File: config.mk
export PLATFORM = sky130hd
export DESIGN_NAME = rr_dec_arbiter
export DESIGN_NICKNAME = d
export VERILOG_FILES = /design/src/rtl/arb_pkg.sv /design/src/rtl/dec2to4_en.sv /design/src/rtl/rr_dec_arbiter.sv
export SDC_FILE = /design/constraint.sdc
export NUM_CORES = 1
export LEC_CHECK = 0
export ABC_AREA = 1
export CORE_MARGIN = 4
export CORE_UTILIZATION = 51
export DETAILED_ROUTE_END_ITERATION = 8
export PLACE_DENSITY = 0.77
export RECOVER_POWER = 25
export SKIP_LAST_GASP = 1
export SYNTH_ARGS = -nofsm -noshare
export SYNTH_HDL_FRONTEND = slang
export SYNTH_HIERARCHICAL = 1
export SYNTH_SLANG_ARGS = --single-unit
File: constraint.sdc
create_clock -name clk -period 2.1 [get_ports clk]
set_clock_uncertainty 0.2 [all_clocks]
set_input_delay 0.42 -clock clk [delete_from_list [all_inputs] [get_ports clk]]
set_output_delay 0.42 -clock clk [all_outputs]
set_load 0.03 [all_outputs]
File: src/rtl/arb_pkg.sv
// Shared types and helpers for the round-robin decoded-resource arbiter.
package arb_pkg;

  localparam int unsigned N_REQ = 4;

  typedef enum logic [1:0] {
    IDLE,
    GRANT,
    GAP
  } arb_state_e;

  // First requester found when searching ptr, ptr+1, ptr+2, ptr+3 (mod 4).
  function automatic logic [1:0] next_owner(input logic [N_REQ-1:0] req,
                                            input logic [1:0]       ptr);
    logic [1:0] idx;
    logic [1:0] sel;
    logic       found;
    sel   = '0;
    found = 1'b0;
    for (int unsigned i = 0; i < N_REQ; i++) begin
      idx = ptr + 2'(i);
      if (!found && req[idx]) begin
        sel   = idx;
        found = 1'b1;
      end
    end
    return sel;
  endfunction

endpackage

File: src/rtl/dec2to4_en.sv
// Enabled 2-to-4 one-hot decoder driving the shared select lines.
module dec2to4_en (
  input  logic       en,
  input  logic [1:0] sel,
  output logic [3:0] y
);

  always_comb begin
    y = '0;
    if (en) y = 4'b0001 << sel;
  end

endmodule

File: src/rtl/rr_dec_arbiter.sv
// 4-way round-robin arbiter with bounded hold time, one-cycle bus turnaround
// and a decoded one-hot grant.
module rr_dec_arbiter
  import arb_pkg::*;
#(
  parameter int unsigned MAX_HOLD = 8,
  parameter int unsigned CNT_W    = 8
) (
  input  logic             clk,
  input  logic             rst_n,
  input  logic             en,
  input  logic [N_REQ-1:0] req,
  output logic [N_REQ-1:0] grant,
  output logic [1:0]       gnt_id,
  output logic             gnt_valid,
  output logic             timeout
);

  arb_state_e       state_q, state_d;
  logic [1:0]       gnt_id_q, gnt_id_d;
  logic [1:0]       ptr_q, ptr_d;
  logic [CNT_W-1:0] cnt_q, cnt_d;
  logic             timeout_q, timeout_d;
  logic [1:0]       sel;

  always_ff @(posedge clk or negedge rst_n) begin
    if (!rst_n) begin
      state_q   <= IDLE;
      gnt_id_q  <= '0;
      ptr_q     <= '0;
      cnt_q     <= '0;
      timeout_q <= 1'b0;
    end else begin
      state_q   <= state_d;
      gnt_id_q  <= gnt_id_d;
      ptr_q     <= ptr_d;
      cnt_q     <= cnt_d;
      timeout_q <= timeout_d;
    end
  end

  always_comb begin
    state_d   = state_q;
    gnt_id_d  = gnt_id_q;
    ptr_d     = ptr_q;
    cnt_d     = cnt_q;
    timeout_d = 1'b0;
    sel       = next_owner(req, ptr_q);
    case (state_q)
      IDLE: begin
        if (en && (req != '0)) begin
          gnt_id_d = sel;
          cnt_d    = '0;
          ptr_d    = sel + 2'd1;
          state_d  = GRANT;
        end
      end
      GRANT: begin
        // Disable or owner drop wins over an expiring hold: no timeout pulse then.
        if (!en || !req[gnt_id_q]) begin
          state_d = GAP;
        end else if (cnt_q >= CNT_W'(MAX_HOLD - 1)) begin
          state_d   = GAP;
          timeout_d = 1'b1;
        end else begin
          cnt_d = cnt_q + CNT_W'(1);
        end
      end
      GAP:     state_d = IDLE;
      default: state_d = IDLE;
    endcase
  end

  assign gnt_valid = (state_q == GRANT);
  assign gnt_id    = gnt_id_q;
  assign timeout   = timeout_q;

  dec2to4_en u_dec (
    .en  (gnt_valid),
    .sel (gnt_id_q),
    .y   (grant)
  );

  a_grant_onehot0: assert property (@(posedge clk) disable iff (!rst_n) $onehot0(grant));

endmodule

### Yosys cells after proc, flatten, opt, wreduce, memory -nomap -nowiden

Cells that the tools add are included.

| word-level totals | value |
|---|---|
| register bits after elaboration | 15 |
| output and inout bits | 8 |
| word-level logic and storage cells | 67 |
| bits of input ports | 7 |

| operators by class | value |
|---|---|
| eq/ne operators | 5 |
| shifts and indexed selects | 1 |
| add/subtract/negate cells | 5 |
| $lt $le $gt $ge | 6 |
| mux-type cells | 29 |
| reductions and logical operators | 16 |

Operators with widths:

| kind | number |
|---|---|
| $mux W8 | 3 |
| $pmux W8 S2 | 1 |
| $lt A2 B3 Y1 const B | 5 |
| $mux W2 | 7 |
| $mux W1 | 11 |
| $bmux W1 S2 | 5 |
| $add A8 B1 Y8 const B | 1 |
| $ge A8 B3 Y1 const B | 1 |
| $ne A2 B2 Y1 const B | 3 |
| $logic_not A1 Y1 | 5 |
| $add A2 B1 Y2 const B | 2 |
| $add A2 B2 Y2 const B | 2 |
| $logic_and A1 B1 Y1 | 4 |
| $mux W4 | 1 |
| $pmux W2 S2 | 1 |
| $reduce_and A2 Y1 | 2 |
| $reduce_and A4 Y1 | 1 |
| $reduce_bool A4 Y1 | 1 |
| $shl A1 B2 Y4 const A | 1 |
| $ne A3 B1 Y1 const B | 1 |
| $eq A2 B1 Y1 const B | 1 |
| $logic_not A2 Y1 | 1 |
| $reduce_bool A2 Y1 | 1 |
| $logic_or A1 B1 Y1 | 1 |

### Logic depth before layout (Yosys ltp)

Gate-level depths: netlist of the first run.

| logic depth | value |
|---|---|
| word-level depth | 13 |
| gate-level depth with buffers | 14 |

### By module

The synthesis of the first run kept the hierarchy.

By module, submodules not included:

| module | seq. area each (µm²) | area an instance (µm²) | cells each | instances |
|---|---|---|---|---|
| rr_dec_arbiter | 375.4 | 898.4 | 125 | 1 |
| dec2to4_en | 0.0 | 30.0 | 8 | 1 |

### Worst setup path before layout of the first run

OpenSTA, ideal clock, no wires.

| timing path | value |
|---|---|
| path type | register to output |
| start point | reg state_q[1] |
| end point | out grant[0] |
| data arrival time | 1.509 ns |
| required time | 1.480 ns |
| path slack | -0.029 ns |
| cell stages (with the launch flop) | 4 |
| path buffers | 0 |
| cell sequence | dfrtp_1 -> nor2_1 -> nand2_1 -> nor2_1 |

| on the way | value |
|---|---|
| longest elaborated chain between the ends | 2 |

RTL lines:

| item | RTL line | source |
|---|---|---|
| start: declaration | rr_dec_arbiter.sv:19 | `arb_state_e state_q, state_d;` |
| start signal: assignment | rr_dec_arbiter.sv:34 | `state_q <= state_d;` |
| $eq A2 B1 Y1 | rr_dec_arbiter.sv:74 | `assign gnt_valid = (state_q == GRANT);` |
| via gnt_valid | rr_dec_arbiter.sv:15 | `output logic gnt_valid,` |
| $mux W4 | dec2to4_en.sv:10 | `if (en) y = 4'b0001 << sel;` |
| end: declaration | rr_dec_arbiter.sv:13 | `output logic [N_REQ-1:0] grant,` |

The timed path passes the listed nets, and every way through them passes these cells.

### Final worst setup path of the first run

| timing path | value |
|---|---|
| start point | reg state_q[1] |
| end point | out grant[0] |

| on the way | value |
|---|---|
| longest elaborated chain between the ends | 2 |

RTL lines:

| item | RTL line |
|---|---|
| $eq A2 B1 Y1 | rr_dec_arbiter.sv:74 |
| $mux W4 | dec2to4_en.sv:10 |

Every way passes these cells.

==> results of run 1 <==
## worst paths after layout
path	from	end	slack, ns	cells past startpoint
setup / recovery	state_q[1]	grant[0]	0.11	4
hold / removal	cnt_q[6]	cnt_q[6]	0.30	2
setup reg to reg	ptr_q[0]	ptr_q[1]	0.16	11
hold reg to reg	cnt_q[6]	cnt_q[6]	0.30	2
max in group asynchronous	rst_n	ptr_q[0]	0.69	2
min in group asynchronous	rst_n	state_q[1]	0.53	2
## layer usage
metal / vias up / track usage
met5: - / 0
met4: 0 / 0.0359
met3: 2 / 0.0475
met2: 27 / 0.320
met1: 411 / 0.225
li1: 469 / -
## logic make-up (layout without fill, tap and decap cells)
family	after synthesis	after routing
AO/OA/AOI/OAI	15	15
adder cells (fa/ha/maj)	1	1
flip-flops	15	15
buffers and inverters	23	46
AND/OR/NAND/NOR	79	79
## state kept, by name, indices dropped and copies added (netlist names)
name,cells
cnt_q,8
gnt_id,2
ptr_q,2
state_q,2
timeout,1
## metrics by stage
step	total power (µW)	hold WS (ns)	area (µm²)	cells	setup WS (ns)
4_1_cts	1680	0.261	1160	181	0.0221
2_1_floorplan	1230	-0.0756	931	133	0.176
3_3_place_gp	1500	0.275	1140	177	-0.0719
3_5_place_dp	1540	0.284	1140	177	-0.100
6_report	1680	0.301	1150	181	0.110
5_1_grt	1840	0.335	1150	181	0.00208
## timing repair
item,4_1_cts,5_1_grt
setup endpoints to repair,5,6
resized for setup,5,9
hold buffers,0,0
gates cloned,0,0
## power by group through the flow
stage	clock (µW)	sequential, µW	combinational, µW
floorplan	0	472	753
CTS	166	464	1050
finish	164	463	1050
detailed placement	0	472	1070
global route	190	479	1170
global placement	0	465	1040
## area by class of cell
cell class	count	share of cell area
Clock buffer	4	0.0228
Inverter	21	0.0705
Multi-Input combinational cell	95	0.400
Tap cell	25	0.0271
Sequential cell	15	0.325
Timing Repair Buffer	21	0.154
## worst max-delay path: stages (launching register included)
cell	delay, ns
dfrtp_1	0.40
nor2_2	0.15
nand2_1	0.09
nor2_1	0.09
clkdlybuf4s15_1	0.37
## cells in the mapped netlist
cell type,instances,area [µm²]
a211oi_1,1,7.51
a21oi_1,3,15.0
a31oi_1,1,6.26
and2_1,2,12.5
buf_2,1,5.00
buf_4,1,7.51
dfrtp_1,15,375
ha_1,1,12.5
inv_1,16,60.1
inv_2,4,15.0
inv_4,1,6.26
nand2_1,39,146
nand2_2,8,50.1
nand3_1,9,45.0
nand4_1,4,25.0
nor2_1,13,48.8
nor2_2,1,6.26
nor2_4,1,11.3
nor3_1,2,10.0
o211ai_1,1,7.51
o21a_1,1,7.51
o21ai_0,2,10.0
o21ai_1,4,20.0
o21ai_2,2,17.5
==> impl_metrics.tcl, run 1 <==
set metrics [dict create \
    intPower_uw 822 \
    rsz0062_at_grt "no" \
    p_sw_frac 0.510 \
    finalCritPeriodShare 0.947 \
    synth.distinct_cells 24 \
    required_ns 1.48 \
    drt_wl_total_mm 2.01 \
    yosysWarnings 6 \
    nets 165 \
    cts_sinks 15 \
    initial_core_util 0.538 \
    switchingPower_uw 855 \
    final_max_slew_viol_count 0 \
    grt_pass1_vias 868 \
    setup_tns_ns 0 \
    crit_path_end_kind "output pin" \
    synth_xor_area_frac 0 \
    status "finished clean" \
    hpwl_mm 1.61 \
    post-route-drc-count 0 \
    die-area_um2 2570 \
    post-route-min-period_ns 1.99 \
    cts_root_buf "clkbuf_4" \
    drive_gt1_frac 0.192 \
    drt_first_pass_iters 4 \
    cts_made_buffers 3 \
    row_count 15 \
    peakVddDrop_uv 867 \
    vias 909 \
    syn_avg_cell_area_um2 6.98 \
    cts_setup_buffers 0 \
    gp_congestion 0.766 \
    area_growth_pct 24.3 \
    hp-class "reg -> reg" \
    core_area_um2 1730 \
    top_layer "met4" \
    path_clk_slew_ns 0.09 \
    clkPwrFrac 0.098 \
    synth_top_family_by_area "simple AND/OR/NAND/NOR gates" \
    register_area_um2 375 \
    dieWidth_um 50.7 \
    io_buffers 14 \
    arrival_ns 1.37 \
    grt_first_pass_wirelength_mm 3.62 \
    ant_nets 0 \
    synthSimpleGateAreaFrac 0.383 \
    overflow 0 \
    wl_met2_mm 1.00 \
    routed-wl-met3_um 126 \
    cts_tree "built" \
    p_comb_frac 0.626 \
    seq_power_share 0.276 \
    synth_mux_area_frac 0 \
    grt_usage 0.182 \
    antenna_found_initial 0 \
    p_leak_uw 0.000604 \
    htreeDepth 1 \
    vias_per_cell 5.02 \
    worst_pin_slew_ns 0.777 \
    clk_latency_ns 0.28 \
    drv_cap 0 \
    n_fill_cell 160 \
    utilization 0.668 \
    n_antenna_cell 0 \
    first_iter_violations 19 \
    routedLengthMet1_um 870 \
    routedWlPerCell_um 11.1 \
    ys_seq_elements 15 \
    grt_max_degree 16 \
    fp.dieH_um 50.7 \
    p_per_area_nw_per_um2 1450 \
    slew_headroom 0.482 \
    path_class "reg -> out" \
    ys_seq_area_frac 0.404 \
    cp_max_fo 3 \
    cts.path.max_buffers 2 \
    synthAdderAreaFrac 0.0135 \
    multi_input_area_um2 462 \
    report.final.hold_viol_count 0 \
    syn_inst 133 \
    synthesis.nets 141 \
    netlist_area_um2 928 \
    synth_compound_area_frac 0.0984 \
    ios 15 \
    layout_commonest_cell "nand2_1" \
    fmax_mhz 503 \
    final_cell_mix "nand2_1, inv_1, dfrtp_1, nor2_1, nand3_1" \
    setup_violations 0 \
    start_kind "flip-flop" \
]
No activity file was read; power rests on OpenSTA's default activity.
==> run 2: changes to the inputs <==
--- a/config.mk
+++ b/config.mk
@@ -6,7 +6,7 @@
 export NUM_CORES = 1
 export LEC_CHECK = 0
 export ABC_AREA = 1
-export CORE_MARGIN = 4
+export CORE_MARGIN = 8
 export CORE_UTILIZATION = 51
 export DETAILED_ROUTE_END_ITERATION = 8
 export PLACE_DENSITY = 0.77
==> run 2 against run 1 <==
Compared with the run above: fmax shrank 1.7%; hold slack lost 0.030 ns; die area grew 34%; non-clock buffer count shrank 1; final area is the same; clock-buffer cell count shrank 1; worst setup slack lost 0.035 ns; flip-flop and latch count is the same; sequential power is essentially flat; global-route usage shrank 5.0 points; wire length grew 3.6%; combinational power is essentially flat; critical path type unchanged; largest cell class unchanged.
==> impl_metrics.tcl, run 2 (synthesis results as in run 1) <==
set metrics [dict create \
    status "finished clean" \
    reg2regPathDepth 13 \
    path_class "reg -> out" \
    clk_latency_ns 0.29 \
    fp.dieH_um 58.7 \
    vias_per_cell 5.04 \
    final_area_um2 1150 \
    cts.path.max_buffers 2 \
    crit_path_end_kind "output pin" \
    cts_tree "built" \
    cts_sinks 15 \
    setup_violations 0 \
    clkPwrFrac 0.099 \
    pre_cts_ws_ns -0.0830 \
    rrSetupSlack_ns 0.17 \
    fmax_mhz 494 \
    overflow 0 \
    path_clk_slew_ns 0.09 \
    setup.worst_path.start "state_q[1]" \
    post-route-drc-count 0 \
    cts-resized-gates 6 \
    post-route-min-period_ns 2.03 \
    start_kind "flip-flop" \
    finalCritPeriodShare 0.964 \
    dieWidth_um 58.7 \
    core_area_um2 1730 \
    largest_reg_flops 8 \
    htreeDepth 1 \
    hold_buffers 0 \
    area_growth_pct 24.3 \
    gp_congestion 0.878 \
    io_buffers 14 \
    hpwl_mm 1.68 \
    drt_first_pass_iters 5 \
    utilization 0.668 \
    hp-class "in -> async" \
    ios 15 \
    final_max_slew_viol_count 0 \
    row_count 15 \
    power_uw 1680 \
    grt_pass1_vias 830 \
    cts_made_buffers 3 \
    p_comb_frac 0.625 \
    n_fill_cell 167 \
    setup_ws_ns 0.0749 \
    arrival_ns 1.41 \
    grt_usage 0.132 \
    drt_wl_total_mm 2.08 \
    rr_startpoint "ptr_q[0]" \
    peakVddDrop_uv 1080 \
    p_leak_uw 0.000601 \
    vias 908 \
    report.final.hold_viol_count 0 \
    routedWlPerCell_um 11.6 \
    required_ns 1.48 \
    seq_power_share 0.277 \
    cts_root_buf "clkbuf_4" \
    die-area_um2 3440 \
    ant_nets 0 \
    layout_commonest_cell "nand2_1" \
    slew_headroom 0.710 \
    drv_cap 0 \
    grt_max_degree 10 \
    first_iter_violations 31 \
    cts_setup_buffers 0 \
    grt_first_pass_wirelength_mm 3.51 \
    initial_core_util 0.538 \
    final_cell_mix "nand2_1, inv_1, dfrtp_1, nor2_1" \
    antenna_found_initial 0 \
    p_per_area_nw_per_um2 1460 \
    p_sw_frac 0.515 \
    largest-register "cnt_q" \
    drive_gt1_frac 0.187 \
    nets 164 \
    cp_max_fo 3 \
    n_antenna_cell 0 \
    switchingPower_uw 866 \
    r2r-end "ptr_q[1]" \
    worst_pin_slew_ns 0.434 \
    dpl_cell_area_um2 1130 \
    intPower_uw 817 \
]
==> run 2: how the worst max path moves through the flow <==
stage,slack [ns],endpoint,depth (start not counted)
after global placement,-0.04,ptr_q[1],12
after floorplan,0.18,grant[1],3
after global routing,-0.02,cnt_q[0],11
final,0.07,grant[1],4
after CTS,0.006,gnt_id[1],1
after detailed placement,-0.08,cnt_q[0],11
==> run 2: final cells by class <==
class                   instances  area, µm²  share of cell area
multi-input cells              95        464               0.402
flip-flops and latches         15        375               0.325
repair buffers                 20        174               0.151
inverters                      21       81.3              0.0705
well taps                      25       31.3              0.0271
clock buffers                   3       22.5              0.0195
clock inverters                 1       5.00             0.00434
==> run 2: layer usage <==
metal | vias up | wire length (µm) | track usage | part of all wire
li1 | 462 | - | - | -
met1 | 417 | 1030 | 0.163 | 0.49
met2 | 22 | 898 | 0.205 | 0.43
met3 | 7 | 105 | 0.0348 | 0.050
met4 | 0 | 53 | 0.0717 | 0.025
met5 | - | 0 | 0 | 0
==> run 2: through the flow <==
stage                     TNS (ns)  hold slack (ns)  instances
after global routing       -0.0154            0.293        180
after CTS                        0            0.208        180
after detailed placement    -0.571            0.286        176
after global placement      -0.183            0.275        176
after floorplan                  0          -0.0756        133
final                            0            0.271        180
==> run 2: power groups by stage <==
stage,Clock [µW],Sequential [µW],Combinational (µW)
3_5_place_dp,0,470,1070
4_1_cts,171,464,1050
2_1_floorplan,0,472,753
3_3_place_gp,0,464,1040
6_report,166,465,1050
5_1_grt,186,477,1180
==> run 2: critical path, stage by stage, from the launching register on <==
cell and delay [ns]:
dfrtp_1 0.40, nor2_2 0.15, nand2_1 0.09, nor2_1 0.08, dlygate4sd2_1 0.40
==> run 3: changes to the inputs <==
--- a/config.mk
+++ b/config.mk
@@ -6,6 +6,7 @@
 export NUM_CORES = 1
 export LEC_CHECK = 0
 export ABC_AREA = 1
+export CAP_MARGIN = 5
 export CORE_MARGIN = 8
 export CORE_UTILIZATION = 51
 export DETAILED_ROUTE_END_ITERATION = 8
==> results of run 3 <==
Same layout as run 2: the final DEF is identical, and so are final timing and power.
